**src/rtl/dice_pkg.sv**
```systemverilog
// Shared types and dice-total constants for the craps-style dice controller.
package dice_pkg;

  typedef enum logic [2:0] {
    FIRST_WAIT = 3'd0,
    FIRST_ROLL = 3'd1,
    NEXT_WAIT  = 3'd2,
    NEXT_ROLL  = 3'd3,
    WIN        = 3'd4,
    LOSE       = 3'd5
  } state_t;

  localparam int SEVEN   = 7;
  localparam int ELEVEN  = 11;
  localparam int SNAKE   = 2;
  localparam int TREY    = 3;
  localparam int BOXCARS = 12;
  localparam int SUM_MIN = 2;
  localparam int SUM_MAX = 12;

endpackage

```
**src/rtl/dice_sum_classify.sv**
```systemverilog
// Combinational verdict on a dice total for either the come-out roll or a point roll.
module dice_sum_classify
  import dice_pkg::*;
#(
  parameter int SUM_W = 4
) (
  input  logic [SUM_W-1:0] i_sum,
  input  logic [SUM_W-1:0] i_point,
  input  logic             i_first,
  output logic             o_win_now,
  output logic             o_lose_now,
  output logic             o_set_point,
  output logic             o_illegal
);

  logic w_is_seven;
  logic w_first_win;
  logic w_first_lose;

  assign o_illegal    = (i_sum < SUM_W'(SUM_MIN)) || (i_sum > SUM_W'(SUM_MAX));
  assign w_is_seven   = (i_sum == SUM_W'(SEVEN));
  assign w_first_win  = w_is_seven || (i_sum == SUM_W'(ELEVEN));
  assign w_first_lose = (i_sum == SUM_W'(SNAKE)) || (i_sum == SUM_W'(TREY)) ||
                        (i_sum == SUM_W'(BOXCARS));

  // A stored point is never 7, so the point match and the seven-out cannot overlap.
  always_comb begin
    o_win_now   = 1'b0;
    o_lose_now  = 1'b0;
    o_set_point = 1'b0;
    if (!o_illegal) begin
      if (i_first) begin
        o_win_now   = w_first_win;
        o_lose_now  = w_first_lose;
        o_set_point = !w_first_win && !w_first_lose;
      end else begin
        o_win_now   = (i_sum == i_point);
        o_lose_now  = w_is_seven && (i_sum != i_point);
      end
    end
  end

endmodule

```
**src/rtl/dice_controller.sv**
```systemverilog
// Craps game controller: raises Roll while the button is held, judges Sum on release,
// tracks the point and holds Win/Lose until Reset starts a new game.
module dice_controller
  import dice_pkg::*;
#(
  parameter int SUM_W = 4,
  parameter int CNT_W = 4
) (
  input  logic             CLK,
  input  logic             Reset,
  input  logic             Rb,
  input  logic [SUM_W-1:0] Sum,
  output logic             Roll,
  output logic             Win,
  output logic             Lose,
  output logic [SUM_W-1:0] Point,
  output logic [CNT_W-1:0] RollCnt,
  output logic             Err
);

  state_t           r_state;
  state_t           w_state_nxt;
  logic [SUM_W-1:0] r_point;
  logic [CNT_W-1:0] r_roll_cnt;
  logic             r_err;
  logic             w_eval;
  logic             w_win_now;
  logic             w_lose_now;
  logic             w_set_point;
  logic             w_illegal;

  function automatic logic [CNT_W-1:0] sat_inc(input logic [CNT_W-1:0] v);
    return (&v) ? v : v + CNT_W'(1);
  endfunction

  dice_sum_classify #(.SUM_W(SUM_W)) u_classify (
    .i_sum       (Sum),
    .i_point     (r_point),
    .i_first     (r_state == FIRST_ROLL),
    .o_win_now   (w_win_now),
    .o_lose_now  (w_lose_now),
    .o_set_point (w_set_point),
    .o_illegal   (w_illegal)
  );

  always_comb begin
    w_state_nxt = r_state;
    w_eval      = 1'b0;
    case (r_state)
      FIRST_WAIT: if (Rb) w_state_nxt = FIRST_ROLL;
      FIRST_ROLL: begin
        if (!Rb) begin
          w_eval = 1'b1;
          if (w_illegal)       w_state_nxt = FIRST_WAIT;
          else if (w_win_now)  w_state_nxt = WIN;
          else if (w_lose_now) w_state_nxt = LOSE;
          else                 w_state_nxt = NEXT_WAIT;
        end
      end
      NEXT_WAIT: if (Rb) w_state_nxt = NEXT_ROLL;
      NEXT_ROLL: begin
        if (!Rb) begin
          w_eval = 1'b1;
          if (w_win_now)       w_state_nxt = WIN;
          else if (w_lose_now) w_state_nxt = LOSE;
          else                 w_state_nxt = NEXT_WAIT;
        end
      end
      WIN:     w_state_nxt = WIN;
      LOSE:    w_state_nxt = LOSE;
      default: w_state_nxt = FIRST_WAIT;
    endcase
  end

  // Reset wins over an evaluating edge, so a roll in flight is simply discarded.
  always_ff @(posedge CLK) begin
    if (Reset) begin
      r_state    <= FIRST_WAIT;
      r_point    <= '0;
      r_roll_cnt <= '0;
      r_err      <= 1'b0;
    end else begin
      r_state <= w_state_nxt;
      r_err   <= w_eval && w_illegal;
      if (w_eval && !w_illegal) r_roll_cnt <= sat_inc(r_roll_cnt);
      if (w_eval && w_set_point) r_point <= Sum;
    end
  end

  assign Roll    = (r_state == FIRST_ROLL) || (r_state == NEXT_ROLL);
  assign Win     = (r_state == WIN);
  assign Lose    = (r_state == LOSE);
  assign Point   = r_point;
  assign RollCnt = r_roll_cnt;
  assign Err     = r_err;

endmodule

```
**config.mk**
```make
export PLATFORM = sky130hd
export DESIGN_NAME = dice_controller
export DESIGN_NICKNAME = d
export VERILOG_FILES = /design/src/rtl/dice_pkg.sv /design/src/rtl/dice_sum_classify.sv /design/src/rtl/dice_controller.sv
export SDC_FILE = /design/constraint.sdc
export NUM_CORES = 1
export LEC_CHECK = 0
export ABC_AREA = 1
export CORE_MARGIN = 3
export CORE_UTILIZATION = 50
export CTS_CLUSTER_SIZE = 16
export DETAILED_ROUTE_END_ITERATION = 12
export PLACE_DENSITY_LB_ADDON = 0.05
export SYNTH_ARGS = -nofsm -noshare
export SYNTH_HDL_FRONTEND = slang
export SYNTH_SLANG_ARGS = --single-unit
```
**constraint.sdc**
```tcl
create_clock -name CLK -period 1.75 [get_ports CLK]
set_input_delay 0.35 -clock CLK [delete_from_list [all_inputs] [get_ports CLK]]
set_output_delay 0.35 -clock CLK [all_outputs]
set_load 0.02 [all_outputs]
```
# ---- After elaboration in Yosys (flattened, before gate mapping)
# Index checks and enable logic that the tools add are counted.
dict set report totals {
  mem_bits_ro 0
  mem_bits_rw 0
  latchBits 0
  mem_count 0
  output_inout_bits 12
  wordCells 58
  input_bits 7
  regBits 12
}
dict set report op_classes {
  addsub 1
  n_div 0
  muxes 16
  multipliers 0
  shift 0
  order_cmp 2
  bitwise 1
  reduce_logical 18
  eq_ne 16
}
# operator n
set ops {}
lappend ops {{3-bit 2-to-1 mux} 7}
lappend ops {{3-bit one-hot mux with 6 select lines} 1}
lappend ops {{4-bit by 2-bit equality test with 1-bit output, second input constant} 2}
lappend ops {{4-bit equality test, second input constant} 2}
lappend ops {{1-bit 2-to-1 mux} 8}
lappend ops {{2-bit inequality test, second input constant} 4}
lappend ops {{4-bit AND reduction} 2}
lappend ops {{3-bit by 2-bit equality test with 1-bit output, second input constant} 2}
lappend ops {{3-bit equality test, second input constant} 2}
lappend ops {{1-bit logical AND} 5}
lappend ops {{1-bit logical OR} 5}
lappend ops {{4-bit by 1-bit adder with 4-bit output, second input constant} 1}
lappend ops {{4-bit by 3-bit equality test with 1-bit output, second input constant} 1}
lappend ops {{4-bit equality test} 1}
lappend ops {{4-bit > comparator, second input constant} 1}
lappend ops {{4-bit by 2-bit < comparator with 1-bit output, second input constant} 1}
lappend ops {{4-bit inequality test} 1}
lappend ops {{3-bit by 1-bit equality test with 1-bit output, second input constant} 1}
lappend ops {{1-bit logical NOT} 3}
lappend ops {{3-bit logical NOT} 1}
lappend ops {{2-bit AND reduction} 1}
lappend ops {{2-bit OR reduction} 1}
lappend ops {{1-bit inverter} 1}

# ---- Depth between registers and ports, before layout
# Gate-level depths: netlist of run 1.
dict set report depth {
  ltp_word 10
  depth_mapped 10
  depth_no_buf 10
}

# ---- Modules after synthesis
# A second synthesis of run 1 with hierarchy kept.
dict set report hier_totals {
  hier_cells 136
  hier_area_um2 803.3
}
# module n_inst cells_per_inst area_each_um2 seq_area_each_um2
set modules_own_cells {}
lappend modules_own_cells {dice_controller 1 92 619.3 240.2}
lappend modules_own_cells {dice_sum_classify 1 44 183.9 0.0}

# ---- Least setup slack after synthesis of run 1
# Ideal clock, no wire load.
dict set report synth_timing {
  kind {register to register}
  startpoint {reg r_roll_cnt[0], in the netlist RollCnt[0]}
  endpoint {reg r_roll_cnt[2], in the netlist RollCnt[2]}
  path_slack_ns 0.457
  path_buffers 0
  arrival_ns 1.172
  stages_incl_launch_ff 7
  synth_period_minus_slack_ns 1.293
  required_ns 1.629
  cell_sequence {dfxtp_1 -> ha_1 -> nand3_1 -> nand2_4 -> inv_2 -> a21oi_1 -> nor3_2}
}
dict set report synth_between {
  elab_chain_len 3
  word_cells_on_any_way 4
  cone_classes {add/sub (1); bitwise (1); reduce/logical (2)}
}
# item line
set synth_rtl {}
lappend synth_rtl {{from (decl)} dice_controller.sv:24} ;# logic [CNT_W-1:0] r_roll_cnt;
lappend synth_rtl {{from (signal assigned)} dice_controller.sv:85} ;# if (w_eval && !w_illegal) r_roll_cnt <= sat_inc(r_roll_cnt);
lappend synth_rtl {{branches (longest 3 deep; another with 4-bit by 1-bit adder with 4-bit output)} n/a}
# Several ways; the timed one is not identified.
# A chain may end at the register's enable or synchronous reset.

# ---- Worst setup path after layout of run 1
dict set report layout_timing {
  startpoint {reg r_roll_cnt[3], in the netlist RollCnt[3]}
  endpoint {out RollCnt[3]}
}
# item line
set layout_lines {}
lappend layout_lines {{to (decl)} dice_controller.sv:17} ;# output logic [CNT_W-1:0] RollCnt,
# No word-level cell between the ends.

==> impl_results.md, run 1 <==
- Crit-path max cell delay: between 0.6 and 0.7 ns
- Critical path fanouts, max: 4
- Relative slew slack: 83.5%
- Final core occ: 74.7%
- Synth Cell Area: 739 um^2
- Die height: 44.5 um
- YS warnings: 0
- Peak VDD IR: 0.000528 V
- Total gr overflow: 0
- Die width: 44.5 um
- First-pass GRT wire length: a little under 3000 um
- Core area: 1350 um^2
- Pins over their slew limit: 0
- Tmin final: 1.67 ns
- Inst Count DP: between 150 and 200
- Total CTS buffers: 3
- Share of layout cells above drive strength 1: between 10% and 20%
- Clock Latency Late Sink: 0.28 ns
- Setup crit start kind: flip-flop
- Fin crit share: 95.4%
- Pre-Repair DR Iteration Count: 4
- Hold buffer count at CTS: 0
- Placed Area: 976 um^2
- Antenna cell count: 0
- DIE AREA: 1980 um^2
- CP Cell Sequence: clkdlybuf4s50_1
- Final wirelength: 1600 um
- Area Growth Syn to Fin: 36.4%
- Critical-path top delay cell: clkdlybuf4s50_1
- CTS Buffer Depth: 2
- Row cnt: 13
- Initial DRC Count: 14
- WL met1: around 750 um
- Hpwl dp: 1260 um
- IO Pins: 19
- FF-to-FF Start: r_state[0]$_SDFFE_PP0P_
- Kind of critical path: reg2out
- Mean post-synth cell area: 6.43 um^2
- Mapped Cells: 115
- HP Class: reg2reg
- Status: completed
- RD Place Congestion: 0.778
- Synth Register Bits: 12
- Post-route ant nets: 0
- Worst-path clk slew: 0.07 ns
- Port bufs: 18
- Pleak: 0.465 nW
- CTS root buffer: clkbuf_4
- Uppermost layer routed: met4
- Slew @ Worst Pin: 0.245 ns
- Crit. End Element: output port
- Critical path buffer and inverter count: 1
- Starting Density: 54.8%
- Initial antenna violation count: 0
- Final hold violations: 0
- Pwr per Cell Area: 702 nW/um^2
- Number of remaining DRC errors: 0
- Via Count: 762
- Vias per inst: between 4 and 5
- WL met3: around 67 um
- Unrepaired setup endpoints after global routing: no
- Max_cap viols: 0
- Required @ worst endpoint: 1.40 ns
- H-tree Lvls: 1
- CTS tree: done
- Post-synthesis sequential area ratio: 32.5%
- Total power: 0.708 mW
- Critical path arrival: 1.32 ns
- F_max: 599 MHz
- R2r setup slk: 0.40 ns
- Met2 wire len: 767 um
- Post-synth net total: 123
- Setup violations, final: 0
- HP Start: r_state[1]$_SDFFE_PP0P_
- Final Net Count: 151
- Post-route cell area: 1010 um^2
- Crit. Startpoint: RollCnt[3]$_SDFFE_PP0P_
- Vias in the first global route: around 730
- CTS Sinks: 12
- Worst Skew: 0.000979 ns
- CP delay by family, top: buffers and inverters
- GRT Overall Usage: 20.1%
- Non-Filler Instances: 157
- Avg WL per Cell: between 10 and 15 um
- Number of distinct library cells after synthesis: 21
- Largest net degree at the start of global routing: 10
## cells by family after synthesis
family,count (synthesis),share of synthesized area [%]
adder cells (fa/ha/maj),1,1.69
buffers and inverters,19,9.64
flip-flops,12,32.5
AND/OR/NAND/NOR,60,37.6
AO/OA/AOI/OAI,23,18.6
## repair_timing
item	CTS	global route
endpoints found under the setup margin	3	0
gates resized for setup	3	0
setup buffers	0	0
## report_power, final
part	internal, mW	switching (mW)
sequential	0.286	0.0123
combinational	0.0796	0.110
clock	0.127	0.0928
## final timing paths
path	depth (start not counted)	endpoint
max	1	RollCnt[3]
min reg2reg	2	r_state[1]$_SDFFE_PP0P_
max reg2reg	7	Point[3]$_SDFFE_PP0P_
min	2	r_state[1]$_SDFFE_PP0P_
## per-layer routing
layer | up-vias | global-route usage (%)
li1 | 418 | -
met1 | 326 | 25.6
met2 | 15 | 32.6
met3 | 3 | 6.10
met4 | 0 | 5.42
met5 | - | 0
## final cells by class
type / instances / area (um^2)
Multi-Input combinational cell: 84 / 428
Sequential cell: 12 / 240
Fill cell: 127 / 342
Inverter: 19 / 71.3
Timing Repair Buffer: 23 / 214
Tap cell: 15 / 18.8
Clock buffer: 4 / 36.3
## cell usage in the layout, fill, tap and decap left out
cell type	count
nor2_4	2
clkbuf_4	3
o21ai_1	4
nor2_1	13
or2_2	1
nand2_2	2
dfxtp_1	12
nand4_1	1
dlygate4sd2_1	3
o21ai_0	3
clkdlybuf4s50_1	15
ha_1	1
clkbuf_8	1
nor3_1	1
o21ai_2	1
buf_4	5
nand3_1	6
a21oi_2	2
or2_4	1
inv_2	2
nand2_4	1
inv_1	17
nor3_2	1
nand2_1	31
o21ai_4	1
a21oi_1	12
## stage by stage
stage                     setup WS [ns]  hold slack, ns  setup TNS (ns)
final                            0.0802           0.492               0
after global routing            0.00612           0.519               0
after CTS                        0.0669           0.495               0
after detailed placement        -0.0915           0.485          -0.383
after global placement          -0.0170           0.476         -0.0597
after floorplan                   0.457           0.419               0
## synth_stat cells
cell type | instances | area, um^2
o21ai_4 | 1 | 16.3
nand2_1 | 31 | 116
nand2_4 | 1 | 11.3
nor2_4 | 2 | 22.5
inv_2 | 2 | 7.51
ha_1 | 1 | 12.5
nor2_1 | 13 | 48.8
nor3_1 | 1 | 5.00
a21oi_1 | 12 | 60.1
nand3_1 | 6 | 30.0
o21ai_0 | 3 | 15.0
nand4_1 | 1 | 6.26
inv_1 | 17 | 63.8
or2_2 | 1 | 6.26
dfxtp_1 | 12 | 240
o21ai_2 | 1 | 8.76
or2_4 | 1 | 8.76
nor3_2 | 1 | 10.0
o21ai_1 | 4 | 20.0
nand2_2 | 2 | 12.5
a21oi_2 | 2 | 17.5
## worst register-to-register path: stages (launching register included)
cell	delay (ns)
dfxtp_1	0.39
nand2_2	0.10
nor2_1	0.18
inv_1	0.10
nor2_1	0.13
nand2_2	0.12
o21ai_0	0.18
a21oi_1	0.05
## registers in the layout, indices dropped and copies added, names as in the netlist
name,count
Point,4
r_state,3
RollCnt,4
Err,1
Power figures use the tool's default switching activity.
==> run 2: changes to the inputs <==
==> constraint.sdc (replaced) <==
create_clock -name CLK -period 1.75 [get_ports CLK]
set_input_delay 0.525 -clock CLK [delete_from_list [all_inputs] [get_ports CLK]]
set_output_delay 0.525 -clock CLK [all_outputs]
set_load 0.02 [all_outputs]
==> run 2 against run 1 <==
Count of clock-buffer cells in the layout did not move; core utilization increased by 1.1 points; fmax is 0.32% higher; sequential share of layout area down 0.35 points; largest cell class unchanged; combinational power about the same; first-iteration DRC count shrank 29%; register-to-register slack improved by 0.03 ns; non-clock buffer count increased by 2.
==> impl_results.md, run 2 (synthesis gave the netlist of run 1 again) <==
- Combinational Power Share: 27.0% (+0.2 points)
- Critical path buffer and inverter count: 2 (+1)
- Relative slew slack: 82.6% (-0.85 points)
- Pins over their slew limit: 0 (unchanged)
- Worst hold stages: 2 (unchanged)
- Worst-path clk slew: 0.07 ns (about the same)
- RD Place Congestion: 0.790 (+1.6%)
- Reg-to-reg critical path endpoint: RollCnt[2]$_SDFFE_PP0P_
- Critical-path top delay cell: dfxtp_1
- CTS tree: done
- CP delay by family, top: buffers and inverters
- HP Class: reg2reg
- CTS Sinks: 12 (unchanged)
- Share of layout cells above drive strength 1: 20.1% (+3.9 points)
- Inst Count DP: 155 (+1.3%)
- Total gr overflow: 0 (unchanged)
- Clock Latency Late Sink: 0.27 ns (about the same)
- Most common library cell in the layout ignoring fill and taps: nand2_1
- Vias per inst: 4.95 (+2.0%)
- Final core occ: 75.8% (+1.1 points)
- Total power: 0.704 mW (-0.56%)
- Setup crit start kind: flip-flop
- Min-Delay Endpoint: r_state[1]$_SDFFE_PP0P_
- Pre-CTS WS: -0.276 ns (-0.184 ns)
- Clk pwr share: 30.7% (-0.3 points)
- Worst Skew: 0.000579 ns (-0.000399 ns)
- HP Start: r_state[1]$_SDFFE_PP0P_
- F_max: 601 MHz (+0.32%)
- Crit. End Element: output port
- Initial DRC Count: 10 (-4)
- Port bufs: 18 (unchanged)
- Die height: 44.5 um (unchanged)
- R2R depth: 6 (-1)
- NetSw: 0.211 mW (-2.1%)
- Vias in the first global route: 644 (-11%)
- Die width: 44.5 um (unchanged)
- GRT Overall Usage: 17.8% (-2.2 points)
- Largest net degree at the start of global routing: 10 (unchanged)
- CTS root buffer: clkbuf_4
- Avg WL per Cell: 9.80 um (-3.8%)
- Pleak: 0.560 nW (+20%)
- Starting Density: 54.8% (unchanged)
- Initial antenna violation count: 0 (unchanged)
- Pre-Repair DR Iteration Count: 4 (unchanged)
- Final wirelength: 1560 um (-2.6%)
- Status: completed
- Kind of critical path: reg2out
- Slew @ Worst Pin: 0.260 ns (+0.0151 ns)
- Non-Filler Instances: 159 (+1.3%)
- CTS Buffer Depth: 2 (unchanged)
- Via Count: 787 (+3.3%)
- R2r setup slk: 0.43 ns (+0.03 ns)
- Peak VDD IR: 0.000481 V (-8.9%)
- Final Net Count: 153 (+1.3%)
- Max_cap viols: 0 (unchanged)
- H-tree Lvls: 1 (unchanged)
- Commonest non-fill, non-tap cells in the layout: nand2_1, inv_1, dfxtp_1, a21oi_1, nor2_1
- Critical path fanouts, max: 4 (unchanged)
- Antenna cell count: 0 (unchanged)
- Final hold violations: 0 (unchanged)
- Fin crit share: 95.1% (-0.30 points)
- Required @ worst endpoint: 1.22 ns (-0.18 ns)
- Hold_ws: 0.491 ns (-0.00172 ns)
- CP Cell Sequence: nand2_2, inv_1, dlygate4sd2_1
- Core area: 1350 um^2 (unchanged)
- IO Pins: 19 (unchanged)
- Row cnt: 13 (unchanged)
- Sw Share: 29.9% (-0.47 points)
- Crit-path max cell delay: 0.39 ns (-0.25 ns)
- Critical path arrival: 1.14 ns (-0.18 ns)
- Setup violations, final: 0 (unchanged)
- Post-CTS setup buffer count: 0 (unchanged)
- Tmin final: 1.66 ns (-0.00526 ns)
- Total CTS buffers: 3 (unchanged)
- FF-to-FF Start: r_state[0]$_SDFFE_PP0P_
- DIE AREA: 1980 um^2 (unchanged)
- Unrepaired setup endpoints after global routing: no
- Area Growth Syn to Fin: 38.4%
- Number of remaining DRC errors: 0 (unchanged)
- Post-route ant nets: 0 (unchanged)
- First-pass GRT wire length: 2600 um (-11%)
- Pwr per Cell Area: 688 nW/um^2 (-2.0%)
- Hpwl dp: 1270 um (+1.2%)
- Setup slack after layout: 0.0855 ns (+0.00526 ns)
- Seq pwr share: 42.3% (about the same)
- Internal power component: 0.493 mW (+0.11%)
## run 2: cell count changes in the layout (fill, tap and decap cells not counted), sizes merged
cell,before,now
dlygate4sd2,3,9
dlymetal6s2s,0,5
clkbuf,4,6
clkdlybuf4s50,15,2
buf,5,7
## run 2: area by class of cell
class | instances | area (um^2)
multi-input combinational | 84 | 433
fill | 125 | 327
sequential | 12 | 240
timing repair buffer | 25 | 224
inverter | 19 | 71.3
clock buffer | 4 | 36.3
tap | 15 | 18.8
## run 2: worst reg2reg max path, stage by stage, from the launching register on
cell     delay (ns)
dfxtp_1        0.39
nand2_2        0.09
or2_4          0.25
nor2_4         0.15
nand2_4        0.08
nor3_1         0.20
nor3_2         0.07
## run 2: stage by stage
step	cell area, um^2	TNS [ns]
2_1_floorplan	739	0
4_1_cts	1010	0
5_1_grt	1020	0
3_3_place_gp	991	-1.84
3_5_place_dp	991	-2.40
6_report	1020	0
## run 2: routing by layer
layer | track usage, % | part of all wire (%) | up-vias | routed length (um)
li1 | - | - | 423 | -
met1 | 22.5 | 46 | 346 | 719
met2 | 28.5 | 48 | 18 | 754
met3 | 6.10 | 5.4 | 0 | 84
met4 | 5.42 | 0 | 0 | 0
met5 | 0 | 0 | - | 0
## run 2: how the worst max path moves through the flow
stage / slack [ns] / start / depth (start not counted) / endpoint
6_report: 0.09 / r_state[0]$_SDFFE_PP0P_ / 3 / Roll
4_1_cts: 0.01 / Err$_SDFF_PP0_ / 1 / Err
2_1_floorplan: 0.40 / Sum[3] / 8 / Point[3]$_SDFFE_PP0P_
3_5_place_dp: -0.28 / Sum[3] / 9 / Point[3]$_SDFFE_PP0P_
3_3_place_gp: -0.19 / Sum[3] / 10 / r_state[2]$_SDFFE_PP0P_
5_1_grt: 0.005 / r_state[0]$_SDFFE_PP0P_ / 3 / Roll
## run 2: power groups by stage
stage	Combinational [mW]	Clock (mW)	Sequential [mW]
CTS	0.191	0.224	0.298
floorplan	0.111	0	0.311
global route	0.213	0.235	0.300
detailed placement	0.198	0	0.305
finish	0.190	0.216	0.298
global placement	0.194	0	0.304
## run 2: timing repair
item | in CTS | in global routing
pin swaps | 0 | 1
resized for setup | 11 | 12
endpoints found under the setup margin | 11 | 12
hold buffers | 0 | 0
